File: src/rtl/water_pkg.sv
// rtl/water_pkg.sv - shared types, segment patterns and helpers for water_level_ctrl
package water_pkg;

    typedef enum logic [1:0] {
        ST_IDLE    = 2'd0,
        ST_FILLING = 2'd1,
        ST_FAULT   = 2'd2
    } state_t;

    // gfedcba patterns, active high
    localparam logic [6:0] SEG_0 = 7'b0111111;
    localparam logic [6:0] SEG_1 = 7'b0000110;
    localparam logic [6:0] SEG_2 = 7'b1011011;
    localparam logic [6:0] SEG_3 = 7'b1001111;
    localparam logic [6:0] SEG_4 = 7'b1100110;
    localparam logic [6:0] SEG_5 = 7'b1101101;
    localparam logic [6:0] SEG_6 = 7'b1111101;
    localparam logic [6:0] SEG_7 = 7'b0000111;
    localparam logic [6:0] SEG_8 = 7'b1111111;
    localparam logic [6:0] SEG_9 = 7'b1101111;
    localparam logic [6:0] SEG_A = 7'b1110111;
    localparam logic [6:0] SEG_B = 7'b1111100;
    localparam logic [6:0] SEG_C = 7'b0111001;
    localparam logic [6:0] SEG_D = 7'b1011110;
    localparam logic [6:0] SEG_E = 7'b1111001;
    localparam logic [6:0] SEG_F = 7'b1110001;
    localparam logic [6:0] SEG_LETTER_E = 7'b1111001;

    function automatic logic [6:0] hex_seg(input logic [3:0] d);
        case (d)
            4'h0: return SEG_0;
            4'h1: return SEG_1;
            4'h2: return SEG_2;
            4'h3: return SEG_3;
            4'h4: return SEG_4;
            4'h5: return SEG_5;
            4'h6: return SEG_6;
            4'h7: return SEG_7;
            4'h8: return SEG_8;
            4'h9: return SEG_9;
            4'hA: return SEG_A;
            4'hB: return SEG_B;
            4'hC: return SEG_C;
            4'hD: return SEG_D;
            4'hE: return SEG_E;
            default: return SEG_F;
        endcase
    endfunction

    // A thermometer code is 2^k - 1: adding one clears every set bit.
    function automatic logic is_thermo(input logic [15:0] v);
        return ((v + 16'd1) & v) == 16'd0;
    endfunction

endpackage

File: src/rtl/sensor_debounce.sv
// rtl/sensor_debounce.sv - single-bit debouncer accepting a change after DEB_CYCLES stable edges
module sensor_debounce #(
    parameter int DEB_CYCLES = 3
) (
    input  logic clk_2,
    input  logic reset,
    input  logic raw,
    output logic deb,
    output logic deb_next
);

    localparam logic [7:0] DEB_LAST = 8'(DEB_CYCLES - 1);

    logic [7:0] cnt;
    logic [7:0] cnt_next;

    // deb_next lets the parent see a level change on the same edge it is accepted
    always_comb begin
        deb_next = deb;
        cnt_next = 8'd0;
        if (raw != deb) begin
            if (cnt == DEB_LAST) begin
                deb_next = raw;
            end else begin
                cnt_next = cnt + 8'd1;
            end
        end
    end

    always_ff @(posedge clk_2 or posedge reset) begin
        if (reset) begin
            deb <= 1'b0;
            cnt <= 8'd0;
        end else begin
            deb <= deb_next;
            cnt <= cnt_next;
        end
    end

endmodule

File: src/rtl/water_level_ctrl.sv
// rtl/water_level_ctrl.sv - debounced tank level, fill pump FSM with timeout and seven-segment display
module water_level_ctrl
    import water_pkg::*;
#(
    parameter int NSENS        = 4,
    parameter int DEB_CYCLES   = 3,
    parameter int FILL_TIMEOUT = 15,
    parameter int LOW_MARK     = 1
) (
    input  logic                       clk_2,
    input  logic                       reset,
    input  logic [NSENS-1:0]           sensor,
    input  logic                       clr,
    output logic [$clog2(NSENS+1)-1:0] level,
    output logic                       pump,
    output logic                       fault,
    output logic [7:0]                 SEG
);

    localparam int LW = $clog2(NSENS + 1);
    localparam logic [15:0] TMO_LAST = 16'(FILL_TIMEOUT - 1);

    logic [NSENS-1:0] deb_vec;
    logic [NSENS-1:0] deb_vec_next;
    logic [LW-1:0]    level_next;
    logic             valid;
    logic             level_up;
    logic             timeout;
    logic [15:0]      tcnt;
    state_t           state;

    for (genvar i = 0; i < NSENS; i++) begin : g_deb
        sensor_debounce #(.DEB_CYCLES(DEB_CYCLES)) u_deb (
            .clk_2    (clk_2),
            .reset    (reset),
            .raw      (sensor[i]),
            .deb      (deb_vec[i]),
            .deb_next (deb_vec_next[i])
        );
    end

    always_comb begin
        level      = '0;
        level_next = '0;
        for (int i = 0; i < NSENS; i++) begin
            level      = level + LW'(deb_vec[i]);
            level_next = level_next + LW'(deb_vec_next[i]);
        end
    end

    assign valid    = is_thermo(16'(deb_vec));
    assign level_up = level_next > level;
    assign timeout  = !level_up && (tcnt == TMO_LAST);

    always_ff @(posedge clk_2 or posedge reset) begin
        if (reset) begin
            state <= ST_IDLE;
            tcnt  <= 16'd0;
        end else begin
            case (state)
                ST_IDLE: begin
                    if (!valid) begin
                        state <= ST_FAULT;
                    end else if (level <= LW'(LOW_MARK)) begin
                        state <= ST_FILLING;
                        tcnt  <= 16'd0;
                    end
                end
                ST_FILLING: begin
                    if (!valid || timeout) begin
                        state <= ST_FAULT;
                    end else if (level == LW'(NSENS)) begin
                        state <= ST_IDLE;
                    end else begin
                        // a falling level keeps counting so a leak cannot stall the timeout
                        tcnt <= level_up ? 16'd0 : tcnt + 16'd1;
                    end
                end
                ST_FAULT: begin
                    if (clr && valid) begin
                        state <= ST_IDLE;
                    end
                end
                default: state <= ST_IDLE;
            endcase
        end
    end

    assign pump  = (state == ST_FILLING);
    assign fault = (state == ST_FAULT);
    assign SEG   = {pump, fault ? SEG_LETTER_E : hex_seg(4'(level))};

endmodule

File: config.mk
export PLATFORM = sky130hd
export DESIGN_NAME = water_level_ctrl
export DESIGN_NICKNAME = d
export VERILOG_FILES = /design/src/rtl/water_pkg.sv /design/src/rtl/sensor_debounce.sv /design/src/rtl/water_level_ctrl.sv
export SDC_FILE = /design/constraint.sdc
export NUM_CORES = 1
export LEC_CHECK = 0
export ABC_CLOCK_PERIOD_IN_PS = 3900
export BUFFER_PORTS_ARGS = -buffer_cell sky130_fd_sc_hd__buf_2
export CAP_MARGIN = 40
export CORE_MARGIN = 10
export CORE_UTILIZATION = 25
export DETAILED_ROUTE_END_ITERATION = 16
export PLACE_DENSITY = 0.4
export SETUP_SLACK_MARGIN = 0.5
export SYNTH_ARGS = -nofsm -noshare
export SYNTH_HDL_FRONTEND = slang
export SYNTH_HIERARCHICAL = 1
export SYNTH_SLANG_ARGS = --single-unit
File: constraint.sdc
create_clock -name clk_2 -period 3.9 [get_ports clk_2]
set_input_delay 0.78 -clock clk_2 [delete_from_list [all_inputs] [get_ports clk_2]]
set_output_delay 0.78 -clock clk_2 [all_outputs]
set_load 0.02 [all_outputs]
* After elaboration in Yosys (flattened, before gate mapping)
Memory sizes are Yosys's and may differ from the RTL's.
Index checks and enable logic that the tools add are counted.
** Word-level totals
- Register bits after elaboration :: 54
- ROM bits :: 56
- Input bits :: 7
- Output and inout port bits :: 13
- Word-level logic and storage cells :: 84
- Memories kept :: 1
** Memories
- (no name shown) :: words 8, bits a word 7, read ports 1, clocked after Yosys merged registers in 0, write ports 0, line water_pkg.sv:30 : case (d)
** Operators by class
- Add/sub/neg operators :: 12
- $lt $le $gt $ge :: 2
- Eq/ne operators :: 19
- Multiplexer cells :: 29
- Bitwise operators :: 1
- Reductions and logical operators :: 10
** Operators with widths (number)
- 16-bit 2-to-1 mux :: 5
- 8-bit 2-to-1 mux :: 8
- 8-bit by 1-bit adder with 8-bit output (second input constant) :: 4
- 8-bit by 2-bit equality test with 1-bit output (second input constant) :: 4
- 16-bit one-hot mux with 2 select lines :: 1
- 16-bit by 1-bit adder with 16-bit output (second input constant) :: 1
- 16-bit by 4-bit equality test with 1-bit output (second input constant) :: 1
- 16-bit zero test :: 1
- 2-bit 2-to-1 mux :: 5
- 1-bit 2-to-1 mux :: 8
- 2-bit != test (second input constant) :: 4
- 7-bit 2-to-1 mux :: 1
- 2-bit by 1-bit adder with 3-bit output :: 2
- 3-bit by 1-bit adder with 3-bit output :: 2
- 2-bit one-hot mux with 3 select lines :: 1
- 4-bit by 1-bit adder with 5-bit output (second input constant) :: 1
- 5-bit by 4-bit AND with 5-bit output :: 1
- 5-bit AND reduction :: 1
- 1-bit by 1-bit adder with 2-bit output :: 2
- 1-bit != test :: 4
- 3-bit equality test (second input constant) :: 1
- 3-bit > comparator :: 1
- 3-bit by 1-bit <= comparator with 1-bit output (second input constant) :: 1
- 3-bit by 1-bit != test with 1-bit output (second input constant) :: 1
- other kinds (10) :: 12

* Depth between registers and ports, before layout
Gate-level depths: netlist (run 1).
- Depth in word-level cells :: 12
- Gate-level depth with buffers :: 15

* Hierarchy
The synthesis (run 1) kept the hierarchy.
** By module, submodules not included
- sensor_debounce :: instances 4, cells each 42, area an instance 461.7 um^2
- water_level_ctrl :: instances 1, cells each 165, area an instance 1481.4 um^2

* Least setup slack after synthesis (run 1)
OpenSTA, ideal clock, no wires.
- Kind :: register to register
- From :: register g_deb[0].u_deb.cnt[0]
- To :: register tcnt[5]
- Library setup time :: 0.083 ns
- Arrival :: 3.972 ns
- Setup slack :: -0.155 ns
- Stages on the path, launching flop included :: 16
- Buffers on the path :: 1
- Clock period less this slack :: 4.055 ns
- Cell sequence :: dfrtp_1 -> inv_1 -> ha_1 -> or4b_4 -> nor4_2 -> mux2_2 -> fa_1 -> ha_1 -> ha_1 -> ha_1 -> or4b_1 -> o31ai_1 -> a31o_2 -> buf_2 -> nand3_1 -> o22ai_1
** On the way
- Word-level cells in the longest chain between the ends :: 12
- Elaborated cells between the ends (all ways) :: 16
** Ends and longest elaborated chain
- start: declaration :: line sensor_debounce.sv:14 : logic [7:0] cnt;
- start signal: assignment :: line sensor_debounce.sv:36 : cnt <= cnt_next;
- 8-bit by 2-bit equality test with 1-bit output (*) :: line sensor_debounce.sv:22 : if (cnt == DEB_LAST) begin
- 1-bit 2-to-1 mux (*) :: line sensor_debounce.sv:22
- 1-bit 2-to-1 mux (*) :: line sensor_debounce.sv:21 : if (raw != deb) begin
- via deb_vec_next[0] :: line water_level_ctrl.sv:24 : logic [NSENS-1:0] deb_vec_next;
- 1-bit by 1-bit adder with 2-bit output (*) :: line water_level_ctrl.sv:47 : level_next = level_next + LW'(deb_vec_next[i]);
- 2-bit by 1-bit adder with 3-bit output (*) :: line water_level_ctrl.sv:47
- 3-bit by 1-bit adder with 3-bit output (*) :: line water_level_ctrl.sv:47
- 3-bit > comparator (*) :: line water_level_ctrl.sv:52 : assign level_up = level_next > level;
- 1-bit zero test :: line water_level_ctrl.sv:53 : assign timeout = !level_up && (tcnt == TMO_LAST);
- 1-bit logical AND :: line water_level_ctrl.sv:53
- 1-bit logical OR :: line water_level_ctrl.sv:70 : if (!valid || timeout) begin
- 2-bit != test (no source line)
- 5-bit AND reduction (no source line)
- end signal: assignment :: line water_level_ctrl.sv:76 : tcnt <= level_up ? 16'd0 : tcnt + 16'd1;
- end: declaration :: line water_level_ctrl.sv:29 : logic [15:0] tcnt;
Mark *: on every way through the listed nets, which the timed path passes. The rest lies on a longest branch. The select of a mux whose other input is x is not followed.
A chain may end at the register's enable or synchronous reset.

* Final worst setup path (run 1)
- From :: register g_deb[0].u_deb.cnt[0]
- To :: register tcnt[0]
Same word-level chain as after synthesis.

==> results of run 1 <==
-- final cells by class --
type                    instances  area, um^2  share of cell area [%]
repair buffers                 48         363                    8.54
multi-input cells             246        2030                    47.9
inverters                      28         105                    2.47
clock inverters                 3        43.8                    1.03
well taps                     176         220                    5.19
flip-flops and latches         54        1360                    31.9
clock buffers                   5         125                    2.95
-- synthesized netlist by cell type, types with 5 or more instances --
master,instances,area share [%]
or3_1,14,2.6
inv_1,27,3.0
o22ai_1,5,0.94
xnor2_1,9,2.4
dfrtp_1,54,41
o21ai_0,16,2.4
nor2_1,29,3.3
nand4_1,8,1.5
nand2_1,17,1.9
a22o_1,10,2.6
a21oi_1,18,2.7
ha_1,23,8.6
xor2_1,9,2.4
nand3_1,22,3.3
nor3_1,6,0.90
-- through the flow --
| stage | hold slack (ns) | power [mW] | TNS (ns) |
|---|---|---|---|
| floorplan | 0.487 | 1.97 | 0 |
| global placement | 0.514 | 2.40 | 0 |
| detailed placement | 0.512 | 2.41 | -0.117 |
| CTS | 0.509 | 3.16 | -0.0335 |
| global route | 0.540 | 4.13 | -1.83 |
| finish | 0.509 | 3.82 | 0 |
-- per-layer routing --
| layer | global-route usage [%] | up-vias | routed length (um) |
|---|---|---|---|
| li1 | - | 1304 | - |
| met1 | 10.7 | 1278 | 3640 |
| met2 | 15.1 | 26 | 3930 |
| met3 | 1.93 | 4 | 167 |
| met4 | 2.15 | 0 | 53 |
| met5 | 0 | - | 0 |
-- placed cells by master, fill, tap and decap left out, drive strengths merged, types with 6 or more instances in the layout --
cell / n
nor4: 6
clkbuf: 6
or3: 14
a21oi: 19
buf: 47
nand2: 17
inv: 28
nand3: 23
nand4: 8
xor2: 9
or4b: 6
xnor2: 9
nor2: 29
nor3: 7
o21ai: 16
a22o: 11
a21o: 7
ha: 23
dfrtp: 54
-- worst max-delay path, stage by stage, from the launching register on --
cell	delay, ns
dfrtp_1	0.38
inv_1	0.06
ha_1	0.13
or4b_4	0.48
nor4_4	0.16
mux2_4	0.34
fa_1	0.49
ha_2	0.21
ha_4	0.16
ha_4	0.23
or4b_1	0.50
o31ai_1	0.08
a31o_2	0.19
buf_12	0.13
nand3_4	0.09
mux2i_1	0.18
-- logic make-up after synthesis --
logic type,count (synthesis)
buffers and inverters,33
DFF,54
xor gates and xnor gates,18
and+or+nand+nor,128
adders and majority gates,25
muxes,5
AOI/OAI and AO/OA,70
-- path summary, 6_finish.rpt --
kind / end / from / slack [ns] / cells past startpoint
max in group asynchronous: tcnt[2] / reset / 2.76 / 2
worst max-delay path: tcnt[0] / g_deb[0].u_deb/cnt[0] / 0.004 / 15
min in group clk_2: g_deb[2].u_deb/cnt[0] / g_deb[2].u_deb/cnt[0] / 0.54 / 1
worst max register to register: tcnt[0] / g_deb[0].u_deb/cnt[0] / 0.004 / 15
worst min register to register: g_deb[2].u_deb/cnt[0] / g_deb[2].u_deb/cnt[0] / 0.54 / 1
worst min-delay path: g_deb[0].u_deb/cnt[3] / reset / 0.51 / 2
-- power by group through the flow --
stage          clock network (mW)  registers, mW  logic (mW)
2_1_floorplan                   0          0.739        1.23
3_3_place_gp                    0          0.739        1.67
3_5_place_dp                    0          0.741        1.67
4_1_cts                     0.540          0.732        1.89
5_1_grt                     0.564          0.738        2.83
6_report                    0.522          0.723        2.58
-- state kept, by name, summed over array words and instances, names as in the netlist --
signal / count
g_deb.u_deb/deb: 4
tcnt: 16
g_deb.u_deb/cnt: 32
state: 2
-- repair_timing --
item,4_1_cts,5_1_grt
resized for setup,11,20
setup endpoints to repair,21,22
setup buffers,3,7
pin swaps,10,3
gates cloned,0,1
hold endpoints to repair,0,0
==> impl_metrics.py, run 1 <==
metrics = {
    "final_layout": {
        "antenna_cells": 0,
        "stdcell_area_um2": 4250,
        "layout-drive-gt1-share_pct": 27.3,
        "stdcell_count": 560,
        "final_util_pct": 32.3,
        "fin_nets": 415,
        "nFillCells": 1372,
        "area_delta_synth_final_pct": 27.6,
    },
    "routing": {
        "drtAntennaViolNets": 0,
        "drt_iter0_markers": 136,
        "firstDrtPassIters": 5,
        "viasPerCell": 4.66,
        "wl_per_cell_um": 13.9,
        "routed_wirelength_mm": 7.79,
        "drcViolationCount": 0,
        "vias": 2612,
    },
    "die": {
        "die_h_um": 135,
        "die_w_um": 135,
        "core_um2": 13100,
        "die_area_um2": 18300,
        "rows": 42,
        "start_util_pct": 25.3,
        "io_pins": 20,
    },
    "clock_tree": {
        "max-clock-path-buffers": 2,
        "cts_inserted_buffers": 5,
        "insertion_delay_ns": 0.30,
        "htree_num_levels": 2,
        "cts_tree": "done",
        "clockRootBuffer": "clkbuf_16",
        "cts.sinks": 54,
        "ctsHoldBuffers": 0,
        "clk_pin_slew_ns": 0.07,
    },
    "logic_synthesis": {
        "synth_compound_area_share_pct": 16.5,
        "synth_area_um2": 3330,
        "yosys.area_share.simple_pct": 22.6,
        "ys.flop_type": "dfrtp_1",
        "synth.avg_cell_area_um2": 9.99,
        "synth_warnings": 6,
        "ys_async_sr_fraction_pct": 100,
        "synth_edf_count": 0,
        "synth_cell_types": 48,
        "ys_ff_latch": 54,
        "synth_top_family_by_area": "simple AND/OR/NAND/NOR gates",
        "synth.mux.area_fraction_pct": 1.65,
        "synth_fa_ha_area_share_pct": 9.85,
        "synth-seq-area-share_pct": 40.6,
        "syn-instance-count": 333,
        "syn-num-nets": 365,
        "yosys.area_share.xor_xnor_pct": 4.74,
    },
    "sta": {
        "max_slew_margin_pct": 50.2,
        "finalSetupViolations": 0,
        "slew_viol_final": 0,
        "min_period_over_period_pct": 99.9,
        "final_hold_viol_count": 0,
        "rsz0062_at_grt": "yes",
        "clock_skew_ns": 0.00648,
        "layout_setup_ws_ns": 0.00439,
        "fmax_mhz": 257,
        "worstMarginPinSlew_ns": 0.746,
        "post-route-min-period_ns": 3.90,
    },
    "global_routing": {
        "grtUsageTotal_pct": 8.71,
        "grt_max_degree": 19,
        "antenna_found_initial": 0,
        "grt_pass1_vias": 2663,
        "overflow": 0,
        "grt_pass1_wl_mm": 13.1,
    },
    "run_status": {
        "status": "finished clean",
    },
    "place": {
        "place.gp.congestion": 0.772,
        "placed_area_um2": 3810,
        "port_buffers": 19,
        "dp.cells": 541,
        "place_ws_ns": -0.0315,
        "place_hpwl_mm": 5.76,
    },
    "critical_path": {
        "cp_data_required_time_ns": 4.12,
        "cp_data_arrival_time_ns": 4.11,
        "crit_path_start_kind": "register",
        "end_kind": "register",
        "crit_type": "reg -> reg",
        "cp_max_fo": 7,
    },
    "worst_hold_path": {
        "worst_hold_path_type": "in -> async",
    },
    "pwr": {
        "internal-power_mw": 2.19,
        "p_sw_share_pct": 42.8,
        "p_leak_nw": 1.79,
        "ir_drop_mv": 0.356,
        "power_density_nw_per_um2": 900,
        "p_switching_mw": 1.64,
        "power_frac_comb_pct": 67.4,
        "clkPwrFrac_pct": 13.7,
        "seq_power_share_pct": 18.9,
    },
    "run": {
        "maxCapViolations": 0,
    },
}
(Power assumes the default switching activity.)
==> run 2: changes to the inputs <==
--- a/config.mk
+++ b/config.mk
@@ -7,10 +7,11 @@
 export LEC_CHECK = 0
 export ABC_CLOCK_PERIOD_IN_PS = 3900
 export BUFFER_PORTS_ARGS = -buffer_cell sky130_fd_sc_hd__buf_2
-export CAP_MARGIN = 40
+export CAP_MARGIN = 20
 export CORE_MARGIN = 10
 export CORE_UTILIZATION = 25
 export DETAILED_ROUTE_END_ITERATION = 16
+export GPL_TIMING_DRIVEN = 0
 export PLACE_DENSITY = 0.4
 export SETUP_SLACK_MARGIN = 0.5
 export SYNTH_ARGS = -nofsm -noshare
==> run 2 against run 1 <==
Clock power is 8.8% lower. The run now ends with setup timing left. Sequential power increased by 2%. Highest routed layer unchanged. Utilization down 0.61 points. Critical endpoint unchanged.
==> impl_metrics.py, run 2 (synthesis results as in run 1) <==
metrics = {
    "clock_tree": {
        "clk_pin_slew_ns": 0.08,
        "clockRootBuffer": "clkbuf_16",
        "cts_tree": "done",
        "max-clock-path-buffers": 2,
        "cts.sinks": 54,
        "htree_num_levels": 2,
        "insertion_delay_ns": 0.30,
        "cts_inserted_buffers": 5,
    },
    "critical_path": {
        "critPathSlowestCell": "or4b_4",
        "end_kind": "register",
        "cp_data_arrival_time_ns": 4.16,
        "path_cells": "inv_1 -> ha_1 -> or4b_4 -> nor4_4 -> mux2_4 -> fa_1 -> ha_2 -> ha_4 -> ha_4 -> or4b_4 -> o31ai_4 -> a31o_4 -> buf_6 -> nand3_4 -> mux2i_1",
        "crit_path_start_kind": "register",
        "crit_type": "reg -> reg",
        "cpPeakStageDelay_ns": 0.52,
        "cp_data_required_time_ns": 4.12,
        "cp_max_fo": 5,
    },
    "routing": {
        "vias": 2599,
        "drt_iter0_markers": 107,
        "viasPerCell": 4.67,
        "wl_per_cell_um": 14.0,
        "routed_wirelength_mm": 7.80,
        "firstDrtPassIters": 4,
        "drcViolationCount": 0,
        "drtAntennaViolNets": 0,
    },
    "sta": {
        "finalSetupViolations": 6,
        "max_slew_margin_pct": 49.3,
        "slew_viol_final": 0,
        "min_period_over_period_pct": 101,
        "rsz0062_at_grt": "yes",
        "final_hold_viol_count": 0,
        "fmax_mhz": 253,
        "layout_setup_ws_ns": -0.0481,
        "post-route-min-period_ns": 3.95,
        "worstMarginPinSlew_ns": 0.759,
        "clock_skew_ns": 0.00759,
    },
    "global_routing": {
        "grt_pass1_wl_mm": 12.8,
        "grt_pass1_vias": 2511,
        "grtUsageTotal_pct": 8.50,
        "grt_max_degree": 19,
        "antenna_found_initial": 0,
        "overflow": 0,
    },
    "die": {
        "io_pins": 20,
        "die_area_um2": 18300,
        "rows": 42,
        "die_w_um": 135,
        "start_util_pct": 25.3,
        "die_h_um": 135,
        "core_um2": 13100,
    },
    "run": {
        "maxCapViolations": 0,
    },
    "worst_hold_path": {
        "worst_hold_path_type": "in -> async",
    },
    "final_layout": {
        "layout_common_cells": "dfrtp_1 (51), nor2_1 (29), inv_1 (26)",
        "largest_register_ffs": 32,
        "nFillCells": 1360,
        "regMostFlops": "g_deb.u_deb/cnt",
        "stdcell_count": 557,
        "reg.largest.list": "g_deb.u_deb/cnt x32, tcnt x16, g_deb.u_deb/deb x4",
        "final_common_cell": "dfrtp_1",
        "fin_nets": 412,
        "antenna_cells": 0,
        "area_delta_synth_final_pct": 25.2,
        "layout-drive-gt1-share_pct": 26.2,
    },
    "place": {
        "place_hpwl_mm": 5.53,
        "place.gp.congestion": 0.740,
        "port_buffers": 19,
        "dp.cells": 528,
    },
    "pwr": {
        "power_density_nw_per_um2": 815,
        "power_mw": 3.39,
        "p_leak_nw": 1.76,
        "ir_drop_mv": 0.268,
    },
    "run_status": {
        "status": "complete, but fails checks",
        "failed_checks": "setup timing",
    },
}
[run 2: per-stage QoR]
step / hold WS, ns / instance area, um^2 / setup TNS, ns / utilization (%) / worst slack, ns
after floorplan: 0.487 / 3390 / 0 / - / 0.0141
after global placement: 0.512 / 3710 / -2.40 / 28.2 / -0.277
after detailed placement: 0.512 / 3710 / -2.75 / 28.2 / -0.306
after CTS: 0.528 / 3990 / -0.890 / 30.4 / -0.129
after global routing: 0.545 / 4170 / -1.27 / 31.7 / -0.153
final: 0.514 / 4170 / -0.141 / 31.7 / -0.0481
[run 2: area by class of cell]
class                   instances  area [um^2]  area share [%]
plain buffers                   5         38.8           0.931
clock buffers                   6          139            3.33
clock inverters                 2         16.3           0.390
inverters                      28          105            2.52
multi-input cells             246         2030            48.6
flip-flops and latches         54         1360            32.5
well taps                     176          220            5.29
repair buffers                 40          265            6.37
[run 2: routing by layer]
| layer | wire, um | GRT usage (%) |
|---|---|---|
| met1 | 3750 | 11.3 |
| met2 | 3770 | 13.4 |
| met3 | 210 | 2.04 |
| met4 | 64 | 2.39 |
| met5 | 0 | 0 |
[run 2: worst paths after layout]
kind	from	to	slack, ns	cells after the start
setup / recovery	g_deb[0].u_deb/cnt[0]	tcnt[0]	-0.05	15
hold / removal	reset	g_deb[1].u_deb/cnt[7]	0.51	2
setup reg to reg	g_deb[0].u_deb/cnt[0]	tcnt[0]	-0.05	15
hold reg to reg	g_deb[0].u_deb/cnt[1]	g_deb[0].u_deb/cnt[1]	0.54	2
max in group asynchronous	reset	state[1]	2.73	2
min in group clk_2	g_deb[0].u_deb/cnt[1]	g_deb[0].u_deb/cnt[1]	0.54	2
[run 2: where the power goes]
group | internal (mW) | leakage (nW) | switching (mW)
clock network | 0.259 | 0.0735 | 0.218
logic | 0.992 | 0.957 | 1.19
registers | 0.639 | 0.730 | 0.0973
[run 2: what timing repair did]
| item | in CTS | in global routing |
|---|---|---|
| pin swaps | 13 | 12 |
| hold buffers | 0 | 0 |
| endpoints found under the setup margin | 21 | 21 |
| cloned | 1 | 0 |
| setup buffers | 10 | 10 |
| gates resized for setup | 8 | 18 |
[run 2: worst max-delay path, delay by kind of cell (launching register included)]
kind / cells / cell delay (ns)
simple gates: 4 / 1.31
fa+ha+maj: 5 / 1.19
mux: 2 / 0.53
flops: 1 / 0.39
compound gates: 2 / 0.24
buf+inv: 2 / 0.20
